===== src/rtl/xswitch_pkg.sv =====
// Shared types and constants for the xswitch egress path.
// Optional feature macro used by this slice: XSWITCH_EGRESS_STATS_EN.
package xswitch_pkg;

    localparam int NUM_PORTS  = 4;
    localparam int DEF_DATA_W = 8;
    localparam int DEF_ADDR_W = 2;

    // One buffered word: the source port tag travels with its payload.
    typedef struct packed {
        logic [DEF_ADDR_W-1:0] src;
        logic [DEF_DATA_W-1:0] data;
    } egress_word_t;

endpackage


===== src/rtl/xswitch_egress_buffer_if.sv =====
// Bus bundle of the egress buffer: switch-side word handshake plus the
// consumer-side valid/ready stream and occupancy status.
// The buffer connects through the slave modport, its environment through master.
interface xswitch_egress_buffer_if #(
    parameter int DATA_W = 8,
    parameter int ADDR_W = 2,
    parameter int DEPTH  = 4
);
    localparam int CNT_W = $clog2(DEPTH) + 1;

    // Switch side
    logic              valid_out;
    logic [ADDR_W-1:0] addr_out;
    logic [DATA_W-1:0] data_out;
    logic              data_rd;

    // Consumer side
    logic              out_valid;
    logic [ADDR_W-1:0] out_src;
    logic [DATA_W-1:0] out_data;
    logic              out_ready;

    // Status
    logic              full;
    logic              empty;
    logic [CNT_W-1:0]  count;

    modport master (
        output valid_out, addr_out, data_out, out_ready,
        input  data_rd, out_valid, out_src, out_data, full, empty, count
    );

    modport slave (
        input  valid_out, addr_out, data_out, out_ready,
        output data_rd, out_valid, out_src, out_data, full, empty, count
    );
endinterface


===== src/rtl/xswitch_sync_fifo.sv =====
// Show-ahead synchronous FIFO of egress_word_t. The head entry is always
// presented on o_rdata; pointers carry one extra wrap bit to tell full
// from empty.
module xswitch_sync_fifo
    import xswitch_pkg::*;
#(
    parameter int DEPTH = 4
) (
    input  logic                     clk,
    input  logic                     reset,
    input  logic                     i_push,
    input  egress_word_t             i_wdata,
    input  logic                     i_pop,
    output egress_word_t             o_rdata,
    output logic                     o_valid,
    output logic                     o_full,
    output logic                     o_empty,
    output logic [$clog2(DEPTH):0]   o_count
);
    localparam int AW    = $clog2(DEPTH);
    localparam int PTR_W = AW + 1;

    logic [PTR_W-1:0] r_wptr;
    logic [PTR_W-1:0] r_rptr;
    logic [PTR_W-1:0] r_count;
    egress_word_t     r_mem [DEPTH];

    logic w_full;
    logic w_empty;
    logic w_push;
    logic w_pop;

    assign w_empty = (r_wptr == r_rptr);
    assign w_full  = (r_wptr[AW] != r_rptr[AW]) && (r_wptr[AW-1:0] == r_rptr[AW-1:0]);
    assign w_pop   = i_pop & ~w_empty;
    // A push into a full FIFO is legal only when the head leaves in the same cycle.
    assign w_push  = i_push & (~w_full | w_pop);

    // Pointer and occupancy update; both pointers wrap modulo 2*DEPTH naturally.
    always_ff @(posedge clk) begin
        // NOTE: sequential state uses non-blocking assignments so every register
        // samples pre-edge values regardless of statement order.
        if (!reset) begin
            r_wptr  <= '0;
            r_rptr  <= '0;
            r_count <= '0;
        end else begin
            if (w_push) r_wptr <= r_wptr + 1'b1;
            if (w_pop)  r_rptr <= r_rptr + 1'b1;
            case ({w_push, w_pop})
                2'b10:   r_count <= r_count + 1'b1;
                2'b01:   r_count <= r_count - 1'b1;
                default: r_count <= r_count;
            endcase
        end
    end

    // Storage write port.
    always_ff @(posedge clk) begin
        // NOTE: the storage array is deliberately not reset; the pointers alone
        // define which entries are meaningful, and reset-free RAM maps to memory cells.
        if (w_push) r_mem[r_wptr[AW-1:0]] <= i_wdata;
    end

    assign o_rdata = r_mem[r_rptr[AW-1:0]];
    assign o_valid = ~w_empty;
    assign o_full  = w_full;
    assign o_empty = w_empty;
    assign o_count = r_count;
endmodule


===== src/rtl/xswitch_egress_buffer.sv =====
// Per-port receive buffer downstream of the 4x4 xswitch. Accepts words with a
// same-cycle data_rd acknowledge, queues them with their source tag and
// offers them to the consumer in strict arrival order.
// Define XSWITCH_EGRESS_STATS_EN to add per-source and stall counters.
module xswitch_egress_buffer
    import xswitch_pkg::*;
#(
    // The stored word layout is egress_word_t, so these must match its field widths.
    parameter int DATA_W = DEF_DATA_W,
    parameter int ADDR_W = DEF_ADDR_W,
    parameter int DEPTH  = 4
) (
    input  logic                      clk,
    input  logic                      reset,
    xswitch_egress_buffer_if.slave    bus
`ifdef XSWITCH_EGRESS_STATS_EN
    ,
    output logic [15:0]               stat_src_cnt [NUM_PORTS],
    output logic [15:0]               stat_stall_cnt
`endif
);
    logic         w_data_rd;
    logic         w_full;
    egress_word_t w_wr_word;
    egress_word_t w_rd_word;

    // Accept when room exists, or when the head leaves in this same cycle.
    assign w_data_rd = reset & bus.valid_out & (~w_full | bus.out_ready);

    // Pack the presented word with its source tag.
    always_comb begin
        // NOTE: every field gets a value on every path so no latch is inferred.
        w_wr_word      = '0;
        w_wr_word.src  = bus.addr_out;
        w_wr_word.data = bus.data_out;
    end

    xswitch_sync_fifo #(
        .DEPTH (DEPTH)
    ) u_fifo (
        .clk     (clk),
        .reset   (reset),
        .i_push  (w_data_rd),
        .i_wdata (w_wr_word),
        .i_pop   (bus.out_ready),
        .o_rdata (w_rd_word),
        .o_valid (bus.out_valid),
        .o_full  (w_full),
        .o_empty (bus.empty),
        .o_count (bus.count)
    );

    assign bus.data_rd  = w_data_rd;
    assign bus.full     = w_full;
    assign bus.out_src  = w_rd_word.src;
    assign bus.out_data = w_rd_word.data;

`ifdef XSWITCH_EGRESS_STATS_EN
    logic [15:0] r_src_cnt [NUM_PORTS];
    logic [15:0] r_stall_cnt;

    // Saturating per-source accept counters and stall-cycle counter.
    always_ff @(posedge clk) begin
        if (!reset) begin
            for (int i = 0; i < NUM_PORTS; i++) r_src_cnt[i] <= '0;
            r_stall_cnt <= '0;
        end else begin
            if (w_data_rd && (r_src_cnt[bus.addr_out] != 16'hFFFF))
                r_src_cnt[bus.addr_out] <= r_src_cnt[bus.addr_out] + 16'd1;
            if (bus.valid_out && !w_data_rd && (r_stall_cnt != 16'hFFFF))
                r_stall_cnt <= r_stall_cnt + 16'd1;
        end
    end

    assign stat_src_cnt   = r_src_cnt;
    assign stat_stall_cnt = r_stall_cnt;
`endif
endmodule


===== src/flat_wrapper.sv =====
// flat-port wrapper written by rule: the top's interface ports become plain ports
module xswitch_egress_buffer_flat import xswitch_pkg::*;
#(
                                                                                     
    parameter int DATA_W = DEF_DATA_W,
    parameter int ADDR_W = DEF_ADDR_W,
    parameter int DEPTH  = 4
)
  (clk, reset, bus_valid_out, bus_addr_out, bus_data_out, bus_out_ready, bus_data_rd, bus_out_valid, bus_out_src, bus_out_data, bus_full, bus_empty, bus_count);
  xswitch_egress_buffer_if #(.DATA_W(DATA_W), .ADDR_W(ADDR_W), .DEPTH(DEPTH)) bus_i ();
  input  logic clk;
  input  logic reset;
  input wire logic [$bits(bus_i.valid_out)-1:0] bus_valid_out;
  input wire logic [$bits(bus_i.addr_out)-1:0] bus_addr_out;
  input wire logic [$bits(bus_i.data_out)-1:0] bus_data_out;
  input wire logic [$bits(bus_i.out_ready)-1:0] bus_out_ready;
  output wire logic [$bits(bus_i.data_rd)-1:0] bus_data_rd;
  output wire logic [$bits(bus_i.out_valid)-1:0] bus_out_valid;
  output wire logic [$bits(bus_i.out_src)-1:0] bus_out_src;
  output wire logic [$bits(bus_i.out_data)-1:0] bus_out_data;
  output wire logic [$bits(bus_i.full)-1:0] bus_full;
  output wire logic [$bits(bus_i.empty)-1:0] bus_empty;
  output wire logic [$bits(bus_i.count)-1:0] bus_count;
  assign bus_i.valid_out = bus_valid_out;
  assign bus_i.addr_out = bus_addr_out;
  assign bus_i.data_out = bus_data_out;
  assign bus_i.out_ready = bus_out_ready;
  assign bus_data_rd = bus_i.data_rd;
  assign bus_out_valid = bus_i.out_valid;
  assign bus_out_src = bus_i.out_src;
  assign bus_out_data = bus_i.out_data;
  assign bus_full = bus_i.full;
  assign bus_empty = bus_i.empty;
  assign bus_count = bus_i.count;
  xswitch_egress_buffer #(.DATA_W(DATA_W), .ADDR_W(ADDR_W), .DEPTH(DEPTH)) u_core (.clk(clk), .reset(reset), .bus(bus_i));
endmodule

===== config.mk =====
export PLATFORM = sky130hd
export DESIGN_NAME = xswitch_egress_buffer_flat
export DESIGN_NICKNAME = d
export VERILOG_FILES = /design/src/rtl/xswitch_pkg.sv /design/src/rtl/xswitch_egress_buffer_if.sv /design/src/rtl/xswitch_sync_fifo.sv /design/src/rtl/xswitch_egress_buffer.sv /design/src/flat_wrapper.sv
export SDC_FILE = /design/constraint.sdc
export NUM_CORES = 1
export LEC_CHECK = 0
export ABC_AREA = 1
export CAP_MARGIN = 20
export CORE_MARGIN = 8
export CORE_UTILIZATION = 50
export CTS_CLUSTER_DIAMETER = 150
export DETAILED_ROUTE_END_ITERATION = 16
export HOLD_SLACK_MARGIN = 0.02
export PLACE_DENSITY = 0.74
export SLEW_MARGIN = 20
export SYNTH_ARGS = -nofsm -noshare
export SYNTH_HDL_FRONTEND = slang
export SYNTH_HIERARCHICAL = 1
export SYNTH_SLANG_ARGS = --single-unit

===== constraint.sdc =====
create_clock -name clk -period 2.5 [get_ports clk]
set_input_delay 0.5 -clock clk [delete_from_list [all_inputs] [get_ports clk]]
set_output_delay 0.5 -clock clk [all_outputs]
set_load 0.005 [all_outputs]

---- After elaboration in Yosys (flattened, before gate mapping) ----
Memory sizes are Yosys's and may differ from the RTL's. A register that Yosys moved wholly into a read port is not among the register bits.
Index checks and enable logic that the tools add are counted.
storage, ports and cells
  bits of input ports ..................... 14
  memories kept ........................... 1
  latch bits .............................. 0
  output and inout bits ................... 17
  word-level logic and storage cells ...... 28
  RAM bits ................................ 40
  ROM bits ................................ 0
  register bits after elaboration ......... 9
cells by class
  add/sub/neg operators ................... 4
  muxes and demuxes ....................... 5
  multipliers ............................. 0
  divide/modulo/power cells ............... 0
  equal/unequal tests ..................... 5
  bitwise logic cells ..................... 8
  $lt $le $gt $ge ......................... 0
  shifts and indexed selects .............. 0
  reductions and logical operators ........ 2
memories
  memory               depth  bits a word  read ports  clocked after memory_dff  write ports  line                     RTL
  u_core.u_fifo.r_mem  4      10           1           1                         1            xswitch_sync_fifo.sv:26  egress_word_t r_mem [DEPTH];
operators with widths
  operator             number
  $add 3x1->3 const B  3
  $pmux 3 s2           1
  $and 1x1->1          4
  $mux 2               2
  $eq 3x3->1           1
  $sub 3x1->3 const B  1
  $eq 2x1->1 const B   1
  $eq 2x2->1           1
  $eq 2x2->1 const B   1
  $mux 1               2
  $not 1->1            2
  $or 1x1->1           2
  $reduce_bool 2->1    1
  $logic_and 1x1->1    1
  $ne 1x1->1           1

---- Logic depth before layout (Yosys ltp) ----
  depth after elaboration ................. 8
  depth in mapped cells ................... 14
  gate-level depth less buffers ........... 14

---- Modules after synthesis ----
Netlist, hierarchy kept.
modules (own cells, without submodules)
  module                 times used  area an instance (sq um)  seq. area each (sq um)  cells an instance
  xswitch_sync_fifo      1           2099.5                    1421.4                  181
  xswitch_egress_buffer  1           16.3                      0.0                     3

---- Worst setup path before layout ----
OpenSTA, ideal clock, no wires.
  path type ............................... register to register
  from .................................... register u_core.u_fifo.r_wptr[0]
  to ...................................... register u_core.u_fifo.r_count[2] (netlist: u_core/u_fifo/o_count[2])
  period minus slack after synthesis ...... 2.139 ns
  path buffers ............................ 0
  slack ................................... 0.361 ns
  stages on the path, launching flop included .. 13
  required time ........................... 2.378 ns
  data arrival time ....................... 2.017 ns
  library setup time ...................... 0.122 ns
  path through ............................ dfxtp_1 xnor2_2 nand2_1 nor2_1 a21oi_2 nand2_4 ha_1 inv_1 fa_1 a21oi_1 o21ai_0 o21ai_0 a21oi_1
on the way
  word-level cells in the longest chain between the ends .. 8
  elaborated cells on any way between the ends .. 14
  those cells by class .................... eq/ne (4); mux (1); bitwise (7); reduce/logical (2)
RTL lines
  what                                             line                         RTL
  from (decl)                                      xswitch_sync_fifo.sv:23      logic [PTR_W-1:0] r_wptr;
  from (signal assigned)                           xswitch_sync_fifo.sv:48      if (w_push) r_wptr <= r_wptr + 1'b1;
  $eq 2x2->1 (*)                                   xswitch_sync_fifo.sv:34      assign w_full = (r_wptr[AW] != r_rptr[AW]) && (r_wptr[AW-1:0] == r_rptr[AW-1:0]);
  $logic_and 1x1->1 (*)                            xswitch_sync_fifo.sv:34
  net bus_full                                     flat_wrapper.sv:21           output wire logic [$bits(bus_i.full)-1:0] bus_full;
  $not 1->1 (*)                                    xswitch_egress_buffer.sv:28  assign w_data_rd = reset & bus.valid_out & (~w_full | bus.out_ready);
  $or 1x1->1 (*)                                   xswitch_egress_buffer.sv:28
  $and 1x1->1 (*)                                  xswitch_egress_buffer.sv:28
  net bus_data_rd                                  flat_wrapper.sv:17           output wire logic [$bits(bus_i.data_rd)-1:0] bus_data_rd;
  $and 1x1->1 (*)                                  xswitch_sync_fifo.sv:37      assign w_push = i_push & (~w_full | w_pop);
  $eq 2x1->1 or $eq 2x2->1 (tied branches)         xswitch_sync_fifo.sv:50      case ({w_push, w_pop})
  $pmux 3 s2 or $reduce_bool 2->1 (tied branches)  -
  to (signal assigned)                             xswitch_sync_fifo.sv:51      2'b10: r_count <= r_count + 1'b1;
  to (signal assigned)                             xswitch_sync_fifo.sv:52      2'b01: r_count <= r_count - 1'b1;
  to (signal assigned)                             xswitch_sync_fifo.sv:53      default: r_count <= r_count;
  to (decl)                                        xswitch_sync_fifo.sv:25      logic [PTR_W-1:0] r_count;
Mark *: on every way through the listed nets, which the timed path passes. The rest lies on a longest branch.
A chain may end at the register's enable or synchronous reset.

---- Worst setup path in the final report ----
  from .................................... input bus_out_ready
  to ...................................... output bus_data_rd
on the way
  word-level cells in the longest chain between the ends .. 2
RTL lines
  what         line                         RTL
  from (decl)  flat_wrapper.sv:16           input wire logic [$bits(bus_i.out_ready)-1:0] bus_out_ready;
  $or 1x1->1   xswitch_egress_buffer.sv:28
  $and 1x1->1  xswitch_egress_buffer.sv:28
  to (decl)    flat_wrapper.sv:17
Every way passes these cells.

==> impl_metrics.py <==
metrics = {
    "die": {
        "io_pins": 31,
        "die_width_um": 81.1,
        "die_y_um": 81.1,
        "start_util": 0.525,
        "coreArea_um2": 4030,
        "core.rowCount": 23,
        "dieArea_um2": 6570,
    },
    "worst_setup_path": {
        "slowest_delay_ps": 560,
        "start_kind": "input pin",
        "crit_type": "input pin to output pin",
        "r2r-end": "u_core/u_fifo/o_count[2]",
        "r2r_slack_ps": 240,
        "path_cells": "clkdlybuf4s50_1 -> inv_1 -> a21oi_2 -> clkdlybuf4s50_1",
        "cp.required_ps": 2000,
        "endpoint_kind": "output pin",
        "crit_arrival_ps": 1910,
        "worstRegToRegCells": 12,
        "r2r_start": "u_core/u_fifo/r_wptr[0]",
        "cp_slowest_cell": "clkdlybuf4s50_1",
        "cp_max_fo": 4,
        "cp_common_cell": "clkdlybuf4s50_1",
    },
    "drt": {
        "wire_per_inst_um": 16.0,
        "vias": 1440,
        "drt_wl_total_um": 4420,
        "vias_per_cell": 5.22,
        "drt_iter0_drc": 191,
        "drcViolationCount": 0,
        "firstDrtPassIters": 4,
        "ant_nets": 0,
    },
    "pwr": {
        "p_leak_nw": 0.964,
        "p_per_area_nw_per_um2": 711,
        "seq_power_share": 0.529,
        "p_int_mw": 1.36,
        "netSwitchingPower_uw": 505,
        "clockPowerShare": 0.243,
        "combPwrFrac": 0.228,
        "vdd_drop_max_v": 0.000328,
        "power.share.switching": 0.271,
    },
    "timing": {
        "fmax_mhz": 415,
        "maxSlewHeadroom": 0.713,
        "finalHoldViolCount": 0,
        "period_share": 0.965,
        "period_needed_ps": 2410,
        "slew_violations": 0,
        "skew_ps": 6.46,
        "worst_slew_pin_slew_ps": 430,
        "finalWorstSetupSlack_ps": 88.1,
        "setup_violations": 0,
        "rsz0062_at_grt": "no",
        "fin_setup_tns_ps": 0,
    },
    "logic_synthesis": {
        "synth_area_leaders": "edfxtp_1, dfxtp_1, o21ai_0",
        "synth_cell_types": 21,
        "syn_avg_cell_area_um2": 11.5,
        "syn-instance-count": 184,
        "yosys_warnings": 6,
        "synth_common_cells": "edfxtp_1, nor2_1, o21ai_0",
        "yosys.area.top_type": "edfxtp_1",
        "synthArstFlopShare": 0,
        "synth_edf_count": 40,
        "ys_seq_elements": 51,
        "synth_top_area_share": 0.568,
        "synth-seq-area-share": 0.672,
        "syn_nets": 205,
        "ys.flop_type": "edfxtp_1",
        "syn_area_um2": 2120,
        "synth.most_common_cell": "edfxtp_1",
    },
    "min_path": {
        "holdPathStages": 2,
        "hp-start": "u_core/u_fifo/o_count[2]",
        "hold_path.class": "flop to flop",
        "holdPathEnd": "u_core/u_fifo/o_count[2]",
    },
    "placement": {
        "gp_congestion": 0.808,
        "numPortBuffers": 30,
        "dp_worst_setup_slack_ps": -0.0480,
        "dp_hpwl_um": 3040,
    },
    "job": {
        "cap_violations": 0,
    },
    "finish": {
        "drive_gt1_frac": 0.124,
        "fin_util": 0.650,
        "antennaDiodeCount": 0,
        "syn_to_final_growth_pct": 23.8,
        "final_nets": 246,
        "multi_input_area_um2": 596,
        "n_fill_cell": 300,
        "seq_area_um2": 1420,
    },
    "global_route": {
        "grt_start_max_net_pins": 21,
        "grt_usage": 0.139,
        "grt_pass1_wl_um": 6900,
        "antenna_found_initial": 0,
        "grt_pass1_vias": 1397,
        "grt-ovfl-total": 0,
    },
    "clock_tree": {
        "clk_path_buf_depth": 2,
        "clk-insertion-delay-late_ps": 300,
        "cts_buffers": 5,
        "numClockSinks": 51,
        "path_clk_slew_ps": 80,
        "cts_tree": "built",
        "h-tree-depth": 2,
        "clockRootBuffer": "clkbuf_8",
    },
    "run_status": {
        "status": "finished, final reports clean",
    },
}
-- metrics by stage --
step | total power [mW] | area [um2] | instances | hold slack [ps]
after detailed placement | 1.43 | 2520 | 267 | 464
after global placement | 1.40 | 2520 | 267 | 448
final | 1.86 | 2620 | 276 | 478
after global routing | 1.95 | 2620 | 276 | 508
after floorplan | 1.19 | 2120 | 184 | 455
after CTS | 1.87 | 2610 | 275 | 477
-- critical path: cells and delay by family --
kind                   cells  cell delay, ps
AO/OA/AOI/OAI              1             240
buffers and inverters      3            1170
-- area by class of cell --
cell class,instances,share of cell area
clock buffer,6,0.0277
clock inverter,2,0.00478
inverter,22,0.0330
multi-input combinational,106,0.227
sequential,51,0.543
tap,50,0.0239
timing repair buffer,39,0.140
-- worst max-delay path by stage --
stage,start,to,slack (ps),depth (start not counted)
finish,bus_out_ready,bus_data_rd,90,4
global route,u_core/u_fifo/r_rptr[1],bus_data_rd,6,7
CTS,u_core/u_fifo/r_wptr[1],bus_data_rd,2,7
detailed placement,bus_out_ready,u_core/u_fifo/o_count[2],-0.05,11
global placement,bus_out_ready,bus_data_rd,50,4
floorplan,u_core/u_fifo/r_wptr[0],u_core/u_fifo/o_count[2],360,12
-- state kept, by name, summed over array words and instances (netlist names), named ones only --
signal	count
u_core/u_fifo/o_count	3
u_core/u_fifo/r_rptr	3
u_core/u_fifo/r_mem	40
u_core/u_fifo/r_wptr	3
-- repair_timing --
action                     CTS  global route
hold buffers                 0             0
gates resized for setup      0             4
setup buffers                0             1
pin swaps                    1             1
setup endpoints to repair    1             7
-- layer usage --
metal,share of wire,wire length [um],vias up,GRT usage
met1,0.43,1920,690,0.165
met4,0.0095,42,0,0.0536
met3,0.039,174,5,0.0342
met2,0.52,2280,32,0.239
li1,-,-,713,-
met5,0,0,-,0
-- cells by family (layout without fill, tap and decap cells) --
family | Yosys count | count (layout) | synth area share
adders and majority gates | 7 | 7 | 0.0449
buffers and inverters | 27 | 69 | 0.0479
AOI/OAI and AO/OA | 44 | 44 | 0.112
xor gates and xnor gates | 3 | 3 | 0.0160
and+or+nand+nor | 52 | 52 | 0.108
DFF | 51 | 51 | 0.672
-- power groups by stage --
stage	Sequential (mW)	Clock, mW	Combinational [mW]
floorplan	0.989	0	0.203
global placement	0.999	0	0.401
detailed placement	1.00	0	0.426
CTS	0.983	0.462	0.427
global route	0.990	0.498	0.464
finish	0.985	0.453	0.425
-- cell usage in the layout, fill, tap and decap left out --
cell,n
nor2_1,29
o21ai_0,25
nand2_1,13
clkbuf_1,1
edfxtp_1,40
clkinvlp_4,2
a21oi_2,1
fa_1,1
nand2_2,2
a21oi_1,8
nand3_2,1
nand3_1,4
clkbuf_8,5
xnor2_2,1
nand2_4,1
clkdlybuf4s50_1,30
ha_1,6
clkinv_2,1
buf_4,9
inv_2,2
nand4_2,1
o22ai_1,10
dfxtp_2,1
xor2_1,2
clkinv_1,1
nor2_2,1
inv_1,18
dfxtp_1,10
Note: power is estimated with default switching activity, not from simulation.
